===== config.mk =====
export PLATFORM = sky130hd
export DESIGN_NAME = pmp_fault_ctrl
export DESIGN_NICKNAME = d
export VERILOG_FILES = /design/src/rtl/pmp_fault_ctrl.sv
export SDC_FILE = /design/constraint.sdc
export NUM_CORES = 1
export LEC_CHECK = 0
export ABC_AREA = 1
export CAP_MARGIN = 20
export CELL_PAD_IN_SITES_DETAIL_PLACEMENT = 1
export CELL_PAD_IN_SITES_GLOBAL_PLACEMENT = 2
export CORE_ASPECT_RATIO = 0.8
export CORE_UTILIZATION = 25
export CTS_BUF_LIST = sky130_fd_sc_hd__clkbuf_16
export DETAILED_ROUTE_END_ITERATION = 8
export PLACE_DENSITY = 0.95
export SLEW_MARGIN = 20
export SYNTH_ARGS = -nofsm -noshare
export SYNTH_HDL_FRONTEND = slang
export SYNTH_SLANG_ARGS = --single-unit

===== constraint.sdc =====
create_clock -name clk -period 4.25 [get_ports clk]
set_clock_uncertainty 0.15 [all_clocks]
set_input_delay 0.85 -clock clk [delete_from_list [all_inputs] [get_ports clk]]
set_output_delay 0.85 -clock clk [all_outputs]
set_load 0.05 [all_outputs]

===== src/rtl/pmp_fault_ctrl.sv =====
// Purpose : turns per-channel PMP pass/fail results into registered allow/fault
//           responses and a held trap request, with saturating fault/drop counters.
// Latency : responses and trap capture one cycle after the check; no backpressure,
//           accesses are blocked (no responses) from capture until a flush.
//
// Ports:
//   clk, rst                  clock, asynchronous active-high reset
//   v_req_vld/addr/mode       per-channel access presented to the PMP checker
//   v_pass                    per-channel PMP result (same cycle)
//   flush                     pipeline flush, kills checks and releases block
//   trap_ack                  trap unit accepted the pending trap request
//   v_acc_ok/v_acc_fault      registered per-channel responses
//   trap_req/cause/tval/chan  held trap request for the trap unit
//   fault_cnt/drop_cnt        saturating statistics counters
module pmp_fault_ctrl #(
    parameter int REQ_CHANNEL_NUM = 3,
    parameter int ADDR_WIDTH      = 32,
    parameter int CNT_WIDTH       = 16
) (
    input  logic                                        clk,
    input  logic                                        rst,
    input  logic [REQ_CHANNEL_NUM-1:0]                  v_req_vld,
    input  logic [REQ_CHANNEL_NUM-1:0][ADDR_WIDTH-1:0]  v_req_addr,
    input  logic [REQ_CHANNEL_NUM-1:0][1:0]             v_req_mode,
    input  logic [REQ_CHANNEL_NUM-1:0]                  v_pass,
    input  logic                                        flush,
    input  logic                                        trap_ack,
    output logic [REQ_CHANNEL_NUM-1:0]                  v_acc_ok,
    output logic [REQ_CHANNEL_NUM-1:0]                  v_acc_fault,
    output logic                                        trap_req,
    output logic [3:0]                                  trap_cause,
    output logic [ADDR_WIDTH-1:0]                       trap_tval,
    output logic [$clog2(REQ_CHANNEL_NUM)-1:0]          trap_chan,
    output logic [CNT_WIDTH-1:0]                        fault_cnt,
    output logic [CNT_WIDTH-1:0]                        drop_cnt
);

    localparam int CW = $clog2(REQ_CHANNEL_NUM);
    localparam int PW = $clog2(REQ_CHANNEL_NUM + 1);

    typedef enum logic [1:0] {
        ST_IDLE  = 2'd0,
        ST_TRAP  = 2'd1,
        ST_BLOCK = 2'd2
    } state_t;

    state_t state, state_nxt;

    logic [REQ_CHANNEL_NUM-1:0] active;
    logic [REQ_CHANNEL_NUM-1:0] fail;
    logic [CW-1:0]              sel_idx;
    logic [1:0]                 sel_mode;
    logic [ADDR_WIDTH-1:0]      sel_addr;
    logic [PW-1:0]              fail_pop;
    logic                       resp_en;
    logic                       capture;
    logic [PW-1:0]              drop_add;
    logic [CNT_WIDTH:0]         fault_sum;
    logic [CNT_WIDTH:0]         drop_sum;
    logic [3:0]                 sel_cause;

    // Mode 00 is "no access" even when the valid bit is set.
    always_comb begin
        for (int i = 0; i < REQ_CHANNEL_NUM; i++) begin
            active[i] = v_req_vld[i] & (v_req_mode[i] != 2'b00);
        end
        fail = active & ~v_pass;
    end

    // Walk from the highest index down so the lowest failing channel wins.
    always_comb begin
        sel_idx  = '0;
        sel_mode = 2'b00;
        sel_addr = '0;
        fail_pop = '0;
        for (int i = REQ_CHANNEL_NUM - 1; i >= 0; i--) begin
            if (fail[i]) begin
                sel_idx  = CW'(i);
                sel_mode = v_req_mode[i];
                sel_addr = v_req_addr[i];
            end
        end
        for (int i = 0; i < REQ_CHANNEL_NUM; i++) begin
            fail_pop = fail_pop + PW'(fail[i]);
        end
    end

    always_comb begin
        case (sel_mode)
            2'b11:   sel_cause = 4'd1;
            2'b01:   sel_cause = 4'd5;
            2'b10:   sel_cause = 4'd7;
            default: sel_cause = 4'd0;
        endcase
    end

    assign resp_en = (state == ST_IDLE) & ~flush;
    assign capture = resp_en & (|fail);

    // Faults that are not captured: the losers of the capture cycle, and every
    // fault that arrives while blocked (unless a flush is killing them).
    always_comb begin
        drop_add = '0;
        if (capture) begin
            drop_add = fail_pop - PW'(1);
        end else if ((state != ST_IDLE) && !flush) begin
            drop_add = fail_pop;
        end
    end

    assign fault_sum = {1'b0, fault_cnt} + {{CNT_WIDTH{1'b0}}, 1'b1};
    assign drop_sum  = {1'b0, drop_cnt} + {{(CNT_WIDTH + 1 - PW){1'b0}}, drop_add};

    always_ff @(posedge clk or posedge rst) begin
        if (rst) begin
            state <= ST_IDLE;
        end else begin
            state <= state_nxt;
        end
    end

    always_comb begin
        state_nxt = state;
        case (state)
            ST_IDLE: begin
                if (capture) begin
                    state_nxt = ST_TRAP;
                end
            end
            ST_TRAP: begin
                // Flush wins over ack: an acked trap released by a flush
                // needs no block.
                if (flush) begin
                    state_nxt = ST_IDLE;
                end else if (trap_ack) begin
                    state_nxt = ST_BLOCK;
                end
            end
            ST_BLOCK: begin
                if (flush) begin
                    state_nxt = ST_IDLE;
                end
            end
            default: state_nxt = ST_IDLE;
        endcase
    end

    // Decoded straight from the state register so reset clears it at once.
    assign trap_req = (state == ST_TRAP);

    always_ff @(posedge clk or posedge rst) begin
        if (rst) begin
            v_acc_ok    <= '0;
            v_acc_fault <= '0;
            trap_cause  <= '0;
            trap_tval   <= '0;
            trap_chan   <= '0;
            fault_cnt   <= '0;
            drop_cnt    <= '0;
        end else begin
            if (resp_en) begin
                v_acc_ok    <= active & v_pass;
                v_acc_fault <= fail;
            end else begin
                v_acc_ok    <= '0;
                v_acc_fault <= '0;
            end
            if (capture) begin
                trap_cause <= sel_cause;
                trap_tval  <= sel_addr;
                trap_chan  <= sel_idx;
                fault_cnt  <= fault_sum[CNT_WIDTH] ? {CNT_WIDTH{1'b1}} : fault_sum[CNT_WIDTH-1:0];
            end
            if (drop_add != '0) begin
                drop_cnt <= drop_sum[CNT_WIDTH] ? {CNT_WIDTH{1'b1}} : drop_sum[CNT_WIDTH-1:0];
            end
        end
    end

endmodule


==> flow_summary.ini, run 1 <==
[global_route]
antenna_found_initial = 0
grt_pass1_vias = 5444
grt.total_usage_pct = 18.4
grt_max_degree = 59
grt_pass1_wl_mm = 28.3
grt.overflow.total = 0

[floorplan]
core_mm2 = 0.0184
rows = 44
dieHeight_um = 126
initial_core_util_pct = 25.9
io_pins = 189
die_w_um = 157
die_area_mm2 = 0.0197

[timing]
min_period_over_period_pct = 89.6
setup_tns_ns = 0
final_hold_viol_count = 0
maxSlewHeadroom_pct = 51.1
setup_viol = 0
whs_ns = 0.337
tightest_slew_ns = 0.734
slew_violations = 0
rsz0062_at_grt = false
fmax_ghz = 0.263
fin_crit_ns = 3.81

[yosys]
synth_top_family_by_area = simple AND/OR/NAND/NOR gates
synth_warnings = 0
avgSynthCellArea_um2 = 7.09
synth-simple-area-share_pct = 35.8
ys_ff_latch = 77
synth_edf_count = 0
async_flop_share_pct = 100
ys.flop_type = dfrtp_1
synth_compound_area_share_pct = 11.5
synthAdderAreaFrac_pct = 2.15
netlist_area_mm2 = 0.00478
yosysSeqAreaShare_pct = 40.3
synthXorXnorAreaFrac_pct = 1.65
synthesis.nets = 793
synthMuxAreaShare_pct = 0
netlist_instances = 674
synth_cell_types = 36

[cells_and_area]
fin_nets = 975
areaGrowthSynthToFinish_pct = 49.7
diodes = 0
layout.cells.non_filler = 1113
fin_area_mm2 = 0.00716
drive_gt1_share_pct = 8.26
final_util_pct = 38.8

[setup_path]
cp-start-kind = input port
worst_setup_path_end_kind = register
path_common_cell = nand2_1
crit_buf_inv = 4
worstPathArrival_ns = 3.89
cp_top_family = simple AND/OR/NAND/NOR gates
cp.required_ns = 4.33
worst-path-max-fanout = 9
cp_cell_sequence = clkdlybuf4s50_1 -> inv_1 -> nand2_2 -> nand3_4 -> fa_1 -> or2_2 -> nand2_4 -> inv_1 -> ha_1 -> fa_1 -> nand2_1 -> nor2_1 -> nand4_1 -> buf_4 -> nand3_1 -> nand2_1 -> nand2_1
crit_path_max_incr_delay_ns = 0.53
cpMaxStageDelayCell = fa_1
crit_type = input port to register

[cts]
cts_buffers = 9
clk_latency_ns = 0.34
clk_path_buf_depth = 2
clkSinkCount = 77
ctsResizeCount = 0
cts-root-buf = clkbuf_16
postCtsSetupRepairBufs = 0
cts.reportedPaths.clkPinSlew_ns = 0.06
cts_htree_levels = 3
cts_hold_buffers = 0
cts_tree = yes

[run_status]
status = finished, final reports clean

[place]
gp_congestion = 0.832
placedInstanceArea_mm2 = 0.00690
io_buffers = 187
dpl.hpwl_mm = 12.6
dp_cells = 1098

[power_and_ir_drop]
p_leak_nw = 3.27
p_per_area_mw_per_mm2 = 503
ir_drop_v = 0.000258

[hold_path]
holdCritPathClass = register to register

[routing]
post_drt_wl_per_cell_um = 15.3
drt_drc_violations_left = 0
via_count = 5045
routed_wl_mm = 17.0
firstDrtPassIters = 4
drtAntennaViolNets = 0
initialDrtViolationCount = 165
vias_per_cell = 4.53

[job]
maxCapViolCount = 0
stage by stage:
step | power, W | worst slack (ns)
final | 0.00360 | 0.441
after global routing | 0.00381 | 0.218
after CTS | 0.00365 | 0.441
after detailed placement | 0.00292 | 0.0848
after global placement | 0.00290 | 0.182
after floorplan | 0.00224 | 0.210
per-layer routing:
layer | wire, µm | global-route usage (%) | up-vias | part of all wire [%]
met2 | 8030 | 30.3 | 129 | 47
met3 | 1270 | 6.74 | 11 | 7.4
met5 | 0 | 0 | - | 0
met1 | 7570 | 22.9 | 2392 | 44
met4 | 170 | 4.50 | 0 | 1.0
li1 | - | - | 2513 | -
cell usage in the layout, fill, tap and decap left out, types with 2 or more instances in the layout:
| cell type | count |
|---|---|
| nor2_2 | 11 |
| or2_2 | 4 |
| dfrtp_1 | 77 |
| inv_2 | 4 |
| xor2_1 | 9 |
| nand2_1 | 237 |
| a21oi_1 | 57 |
| clkinv_2 | 2 |
| o21ai_0 | 22 |
| buf_4 | 12 |
| clkdlybuf4s50_1 | 187 |
| ha_1 | 5 |
| nand3_1 | 49 |
| nor2_4 | 2 |
| fa_1 | 2 |
| inv_1 | 55 |
| nand3_2 | 2 |
| o21ai_1 | 6 |
| nand3_4 | 2 |
| a21oi_2 | 10 |
| nor3_2 | 2 |
| nor2_1 | 49 |
| nor3_1 | 11 |
| clkinv_1 | 2 |
| nand4_1 | 14 |
| clkbuf_16 | 9 |
| nand2_2 | 6 |
synth_stat cells, drive strengths merged (2+ instances only):
master	instances	share of area (%)
a21oi	67	7.8
buf	23	3.3
clkbuf	6	0.47
dfrtp	77	40
fa	2	0.84
ha	5	1.3
inv	60	4.8
nand2	244	20
nand3	53	6.3
nand4	14	1.8
nor2	62	5.8
nor3	13	1.6
o21ai	28	2.9
or2	4	0.52
xor2	9	1.6
sequential cells by signal, indices dropped and copies added (netlist names):
| name | cells |
|---|---|
| v_acc_ok | 3 |
| trap_tval | 32 |
| trap_cause | 3 |
| state | 2 |
| v_acc_fault | 3 |
| fault_cnt | 16 |
| drop_cnt | 16 |
| trap_chan | 2 |
final timing paths:
check                                          start                   endpoint  slack [ns]  cells after the start
max in group asynchronous                        rst   fault_cnt[1]$_DFFE_PP0P_        2.51                      3
hold / removal             trap_cause[1]$_DFFE_PP0P_  trap_cause[1]$_DFFE_PP0P_        0.34                      2
hold reg to reg            trap_cause[1]$_DFFE_PP0P_  trap_cause[1]$_DFFE_PP0P_        0.34                      2
min in group asynchronous                        rst  trap_tval[10]$_DFFE_PP0P_        0.76                      2
setup reg to reg                state[1]$_DFFE_PP0P_    drop_cnt[4]$_DFFE_PP0P_        1.58                     16
setup / recovery                       v_req_mode[5]    drop_cnt[8]$_DFFE_PP0P_        0.44                     17
tightest hold or removal path, cell delays in order (launching register included):
cell	delay [ns]
dfrtp_1	0.34
nand2_1	0.06
nand2_1	0.06
area by class of cell:
cell class	count	area, µm²
Multi-Input combinational cell	508	2440
Inverter	60	229
Clock inverter	6	32.5
Sequential cell	77	1930
Fill cell	2278	11300
Tap cell	253	317
Timing Repair Buffer	200	1980
Clock buffer	9	225
report_power, final:
group | switching, W | internal, W | leakage, nW
Sequential | 0.000185 | 0.000925 | 0.964
Clock | 0.000313 | 0.000386 | 0.128
Combinational | 0.00118 | 0.000610 | 2.18
Total | 0.00168 | 0.00192 | 3.27
logic make-up after synthesis:
group	count (synthesis)
other cells	1
fa+ha+maj	7
compound gates	100
flops	77
xor+xnor	9
simple gates	391
buf+inv	89
(Power assumes the default switching activity.)
==> run 2, diff against run 1 <==
Settings changed: RECOVER_POWER from default to 25.
==> run 2 against run 1 <==
The flow now finishes with violations (capacitance limit, slew limit). Final area fell by 0.24%. Count of clock-buffer cells in the layout did not move. Sequential share of layout area up 0.066 points. Critical endpoint unchanged. Highest routed layer unchanged.
==> flow_summary.ini, run 2 (synthesized netlist as in run 1, its figures left out) <==
[run_status]
status = complete, but fails checks
violations = capacitance limit, slew limit

[floorplan]
rows = 44
initial_core_util_pct = 25.9
die_area_mm2 = 0.0197
dieHeight_um = 126
core_mm2 = 0.0184
io_pins = 189
die_w_um = 157

[timing]
setup_viol = 0
tightest_slew_ns = 1.79
final_hold_viol_count = 0
whs_ns = 0.337
layout_setup_ws_ns = 0.441
fmax_ghz = 0.263
min_period_over_period_pct = 89.6
setup_tns_ns = 0
maxSlewHeadroom_pct = -19.7
rsz0062_at_grt = false
slew_violations = 39
fin_crit_ns = 3.81

[hold_path]
worstHoldStart = trap_cause[1]$_DFFE_PP0P_
holdPathEnd = trap_cause[1]$_DFFE_PP0P_
holdCritPathClass = register to register
hold_depth = 2

[global_route]
grt_pass1_wl_mm = 28.3
antenna_found_initial = 0
grt_pass1_vias = 5444
grt.overflow.total = 0
grt_max_degree = 59
grt.total_usage_pct = 18.4

[setup_path]
reg2reg_from = state[1]$_DFFE_PP0P_
worstPathArrival_ns = 3.89
cp-start-kind = input port
reg2reg_slack_ns = 1.51
rr_worst_depth = 16
r2r_end = drop_cnt[4]$_DFFE_PP0P_
worst-path-max-fanout = 9
worst_setup_path_end_kind = register
crit_type = input port to register
cp.required_ns = 4.33

[job]
maxCapViolCount = 1

[routing]
wl_met2_mm = 8.02
wl_met3_mm = 1.25
post_drt_wl_per_cell_um = 15.3
via_count = 5043
firstDrtPassIters = 4
drtAntennaViolNets = 0
initialDrtViolationCount = 171
topRoutingLayerUsed = met4
wl_met1_mm = 7.61
vias_per_cell = 4.53
routed_wl_mm = 17.0
drt_drc_violations_left = 0

[cts]
cts_tree = yes
ctsResizeCount = 0
cts-root-buf = clkbuf_16
cts_htree_levels = 3
postCtsSetupRepairBufs = 0
cts.reportedPaths.clkPinSlew_ns = 0.06
cts_buffers = 9
clkSinkCount = 77
clk_latency_ns = 0.34
cts_hold_buffers = 0
clk_path_buf_depth = 2

[power_and_ir_drop]
ir_drop_v = 0.000258
p_seq_share_pct = 30.9
p_int_w = 0.00192
power_switching_w = 0.00168
clockPowerShare_pct = 19.4
p_leak_nw = 3.26
p_per_area_mw_per_mm2 = 504
combPwrFrac_pct = 49.7
p_sw_share_pct = 46.6

[cells_and_area]
largest_reg_flops = 32
layout.cells.non_filler = 1113
multi_input_area_mm2 = 0.00244
ff_latch_area_mm2 = 0.00193
areaGrowthSynthToFinish_pct = 49.4
mostFrequentLayoutCells = nand2_1 (238), clkdlybuf4s50_1 (185), dfrtp_1 (77), a21oi_1 (57), inv_1 (55)
fill_cells = 2280
fin_nets = 975
reg_top3 = trap_tval (32), drop_cnt (16), fault_cnt (16)
final_common_cell = nand2_1
final_util_pct = 38.7
max_flop_register = trap_tval
diodes = 0
drive_gt1_share_pct = 8.14

[place]
dp_cells = 1098
dpl.hpwl_mm = 12.6
gp_congestion = 0.832
io_buffers = 187
detailedPlace.worstSlack_ns = 0.0848
[run 2: per-stage QoR]
stage                     total power (W)  cell area, µm²
after floorplan                   0.00224            4780
after global placement            0.00290            6900
after detailed placement          0.00292            6900
after CTS                         0.00365            7160
after global routing              0.00381            7140
final                             0.00360            7140
[run 2: worst max-delay path, stage by stage]
cell             delay, ns
clkdlybuf4s50_1       0.47
inv_1                 0.05
nand2_2               0.10
nand3_4               0.08
fa_1                  0.53
or2_2                 0.34
nand2_4               0.08
inv_1                 0.04
ha_1                  0.20
fa_1                  0.40
nand2_1               0.11
nor2_1                0.09
nand4_1               0.13
buf_4                 0.19
nand3_1               0.09
nand2_1               0.08
nand2_1               0.06
[run 2: area by class of cell]
type | instances | share of cell area, %
Multi-Input combinational cell | 508 | 34.2
Clock inverter | 6 | 0.456
Sequential cell | 77 | 27.0
Clock buffer | 9 | 3.15
Timing Repair Buffer | 200 | 27.5
Tap cell | 253 | 4.43
Inverter | 60 | 3.21
[run 2: power groups by stage]
stage / Combinational (W) / Sequential [W] / Clock [W]
after detailed placement: 0.00180 / 0.00112 / 0
after global routing: 0.00192 / 0.00114 / 0.000754
after global placement: 0.00178 / 0.00112 / 0
after CTS: 0.00181 / 0.00111 / 0.000732
final: 0.00179 / 0.00111 / 0.000699
after floorplan: 0.000481 / 0.00175 / 0
[run 2: layer usage]
metal / GRT usage, % / vias up
met5: 0 / -
met4: 4.50 / 0
met3: 6.74 / 11
met2: 30.3 / 129
met1: 22.9 / 2390
li1: - / 2513
[run 2: how the worst max path moves through the flow]
| stage | start | endpoint | slack, ns | depth (start not counted) |
|---|---|---|---|---|
| floorplan | v_req_mode[1] | drop_cnt[2]$_DFFE_PP0P_ | 0.21 | 18 |
| global placement | v_req_mode[5] | drop_cnt[9]$_DFFE_PP0P_ | 0.18 | 17 |
| detailed placement | v_req_mode[5] | drop_cnt[8]$_DFFE_PP0P_ | 0.08 | 17 |
| CTS | v_req_mode[5] | drop_cnt[8]$_DFFE_PP0P_ | 0.44 | 17 |
| global route | v_req_mode[0] | drop_cnt[14]$_DFFE_PP0P_ | 0.22 | 18 |
| finish | v_req_mode[5] | drop_cnt[8]$_DFFE_PP0P_ | 0.44 | 17 |
==> run 3, diff against run 2 <==
Settings changed: ABC_AREA 1 to default, CORE_UTILIZATION 25 to 26.
==> run 3 against run 2 <==
The run still ends with capacitance limit, slew limit left. Sequential power decreased by 8%. Non-clock buffer count rose by 13. Clock power increased by 9.3%. Power is 13% lower. Via count down 17%. Core utilization up 4.7 points. Flip-flop and latch count did not move. Critical path depth shrank 3. Sequential share of layout area increased by 2.2 points. First-iteration DRC count decreased by 4.7%. Global-route usage down 0.34 points. Largest cell class is now non-clock buffers. Highest routed layer unchanged.
==> flow_summary.ini, run 3 <==
[yosys]
avgSynthCellArea_um2 = 9.62
synth_common_cells = dfrtp_1 (77), nand2_1 (60), nor2_1 (54), o31ai_1 (34), a221oi_1 (32)
synth-simple-area-share_pct = 20.4
async_flop_share_pct = 100
netlist_instances = 425
synth_top_cell_by_area = dfrtp_1
netlist_area_mm2 = 0.00409
synth.most_common_cell = dfrtp_1
synth_top_family_by_area = compound AO/OA/AOI/OAI gates
yosysTopAreaCellShare_pct = 47.1
synth_compound_area_share_pct = 21.0
synthesis.nets = 544
ys_ff_latch = 77
yosysSeqAreaShare_pct = 47.1
synthMuxAreaShare_pct = 4.86
synth_warnings = 0
synth_cell_types = 53
synthXorXnorAreaFrac_pct = 0
synth_edf_count = 0
ys.flop_type = dfrtp_1
synthAdderAreaFrac_pct = 2.51
yosys-top-cells-area = dfrtp_1 (47%), a221oi_1 (6.9%), o31ai_1 (6.2%), nand2_1 (5.5%), nor2_1 (5.0%)

[routing]
firstDrtPassIters = 4
drtAntennaViolNets = 0
initialDrtViolationCount = 163
drt_drc_violations_left = 0
via_count = 4170
post_drt_wl_per_cell_um = 17.3
routed_wl_mm = 14.5
vias_per_cell = 4.99

[cells_and_area]
mostFrequentLayoutCells = clkdlybuf4s50_1 (184), dfrtp_1 (77), nand2_1 (60), nor2_1 (53), o31ai_1 (33)
layout.cells.non_filler = 836
max_flop_register = trap_tval
largest_reg_flops = 32
reg_top3 = trap_tval (32), drop_cnt (16), fault_cnt (16)
final_common_cell = clkdlybuf4s50_1
diodes = 0
fin_area_mm2 = 0.00661
areaGrowthSynthToFinish_pct = 61.5
fin_nets = 740
drive_gt1_share_pct = 11.7

[cts]
cts.reportedPaths.clkPinSlew_ns = 0.06
clkSinkCount = 77
cts_buffers = 9
cts_hold_buffers = 0
clk_latency_ns = 0.34
cts_htree_levels = 3
cts_tree = yes
cts-root-buf = clkbuf_16
clk_path_buf_depth = 2

[setup_path]
reg2reg_slack_ns = 1.08
cpMaxStageDelayCell = fa_2
worst_setup_path_end_kind = register
crit_type = input port to register
rr_worst_depth = 11
crit_path_max_incr_delay_ns = 0.63
path_common_cell = nand2_1
cp.required_ns = 4.37
r2r_end = drop_cnt[4]$_DFFE_PP0P_
worstPathArrival_ns = 4.20
cp-start-kind = input port
reg2reg_from = state[1]$_DFFE_PP0P_
worst-path-max-fanout = 5
cp_cell_sequence = clkdlybuf4s50_1 -> o21ai_1 -> nor2_1 -> inv_1 -> fa_2 -> nand2_1 -> o31ai_2 -> ha_2 -> fa_1 -> and2_1 -> nand2_1 -> or4_4 -> and4_2 -> a21oi_1

[timing]
rsz0062_at_grt = false
fin_crit_ns = 4.08
slew_violations = 56
min_period_over_period_pct = 96.0
tightest_slew_ns = 2.18
fmax_ghz = 0.245
setup_tns_ns = 0
maxSlewHeadroom_pct = -45.2
layout_setup_ws_ns = 0.169
setup_viol = 0
final_hold_viol_count = 0

[floorplan]
die_area_mm2 = 0.0162
dieHeight_um = 114
rows = 40
core_mm2 = 0.0152
io_pins = 189
die_w_um = 142
initial_core_util_pct = 26.9

[job]
maxCapViolCount = 1

[global_route]
grt.overflow.total = 0
grt_pass1_vias = 4296
antenna_found_initial = 0
grt_pass1_wl_mm = 22.6
grt_max_degree = 74
grt.total_usage_pct = 18.1

[power_and_ir_drop]
p_total_w = 0.00313
p_per_area_mw_per_mm2 = 473
ir_drop_v = 0.000521
p_leak_nw = 2.72

[place]
gp_congestion = 0.767
io_buffers = 187
dpl.hpwl_mm = 10.9
detailedPlace.worstSlack_ns = -0.300
dp_cells = 818
placedInstanceArea_mm2 = 0.00629

[hold_path]
holdPathEnd = trap_tval[0]$_DFFE_PP0P_
worstHoldStart = trap_tval[0]$_DFFE_PP0P_
holdCritPathClass = register to register
hold_depth = 2

[run_status]
violations = capacitance limit, slew limit
status = complete, but fails checks
## run 3: report_power, final
part / internal [W] / switching, W / leakage [nW] / total, W
combinational: 0.000499 / 0.000847 / 1.56 / 0.00135
clock: 0.000451 / 0.000313 / 0.144 / 0.000764
sequential: 0.000881 / 0.000136 / 1.01 / 0.00102
total: 0.00183 / 0.00130 / 2.72 / 0.00313
## run 3: worst max-delay path, delay by kind of cell
kind                       cells  cell delay [ns]
AOI/OAI and AO/OA              3             0.35
adders and majority gates      3             1.05
buffers and inverters          2             0.58
and+or+nand+nor                6             1.36
## run 3: how the worst max path moves through the flow
stage                              from                 endpoint
after floorplan           v_req_mode[1]  drop_cnt[2]$_DFFE_PP0P_
after global placement    v_req_mode[4]  drop_cnt[8]$_DFFE_PP0P_
after detailed placement  v_req_mode[4]  drop_cnt[8]$_DFFE_PP0P_
after CTS                 v_req_mode[5]  drop_cnt[8]$_DFFE_PP0P_
after global routing      v_req_mode[5]  drop_cnt[4]$_DFFE_PP0P_
final                     v_req_mode[5]  drop_cnt[4]$_DFFE_PP0P_
## run 3: cell families (layout without fill, tap and decap cells)
family	after synthesis	after routing
AO/OA/AOI/OAI	111	111
adder cells (fa/ha/maj)	7	7
buffers and inverters	37	238
flip-flops	77	77
multiplexers	18	18
other	1	1
AND/OR/NAND/NOR	174	174
## run 3: through the flow
stage	hold slack [ns]	util, %
global route	0.350	43.4
floorplan	0.358	-
CTS	0.335	43.3
detailed placement	0.320	41.3
global placement	0.312	41.3
finish	0.331	43.4
## run 3: layout make-up
cell class                 count  area [µm²]
fill                        1763        8610
timing repair buffer         213        2060
multi-input combinational    311        2030
sequential                    77        1930
tap                          210         263
clock buffer                   9         225
clock inverter                 7        67.6
inverter                       9        35.0
## run 3: metal layers
| layer | wire [µm] | global-route usage (%) | vias to the layer above | part of all wire [%] |
|---|---|---|---|---|
| met4 | 235 | 6.16 | 0 | 1.6 |
| met5 | 0 | 0 | - | 0 |
| met1 | 6280 | 22.4 | 2059 | 43 |
| met3 | 886 | 4.52 | 17 | 6.1 |
| li1 | - | - | 1969 | - |
| met2 | 7090 | 30.8 | 125 | 49 |
## run 3: repair_timing
action,CTS,global route
endpoints found under the hold margin,0,0
gates resized for setup,0,6
setup endpoints to repair,0,11
buffers inserted,0,2
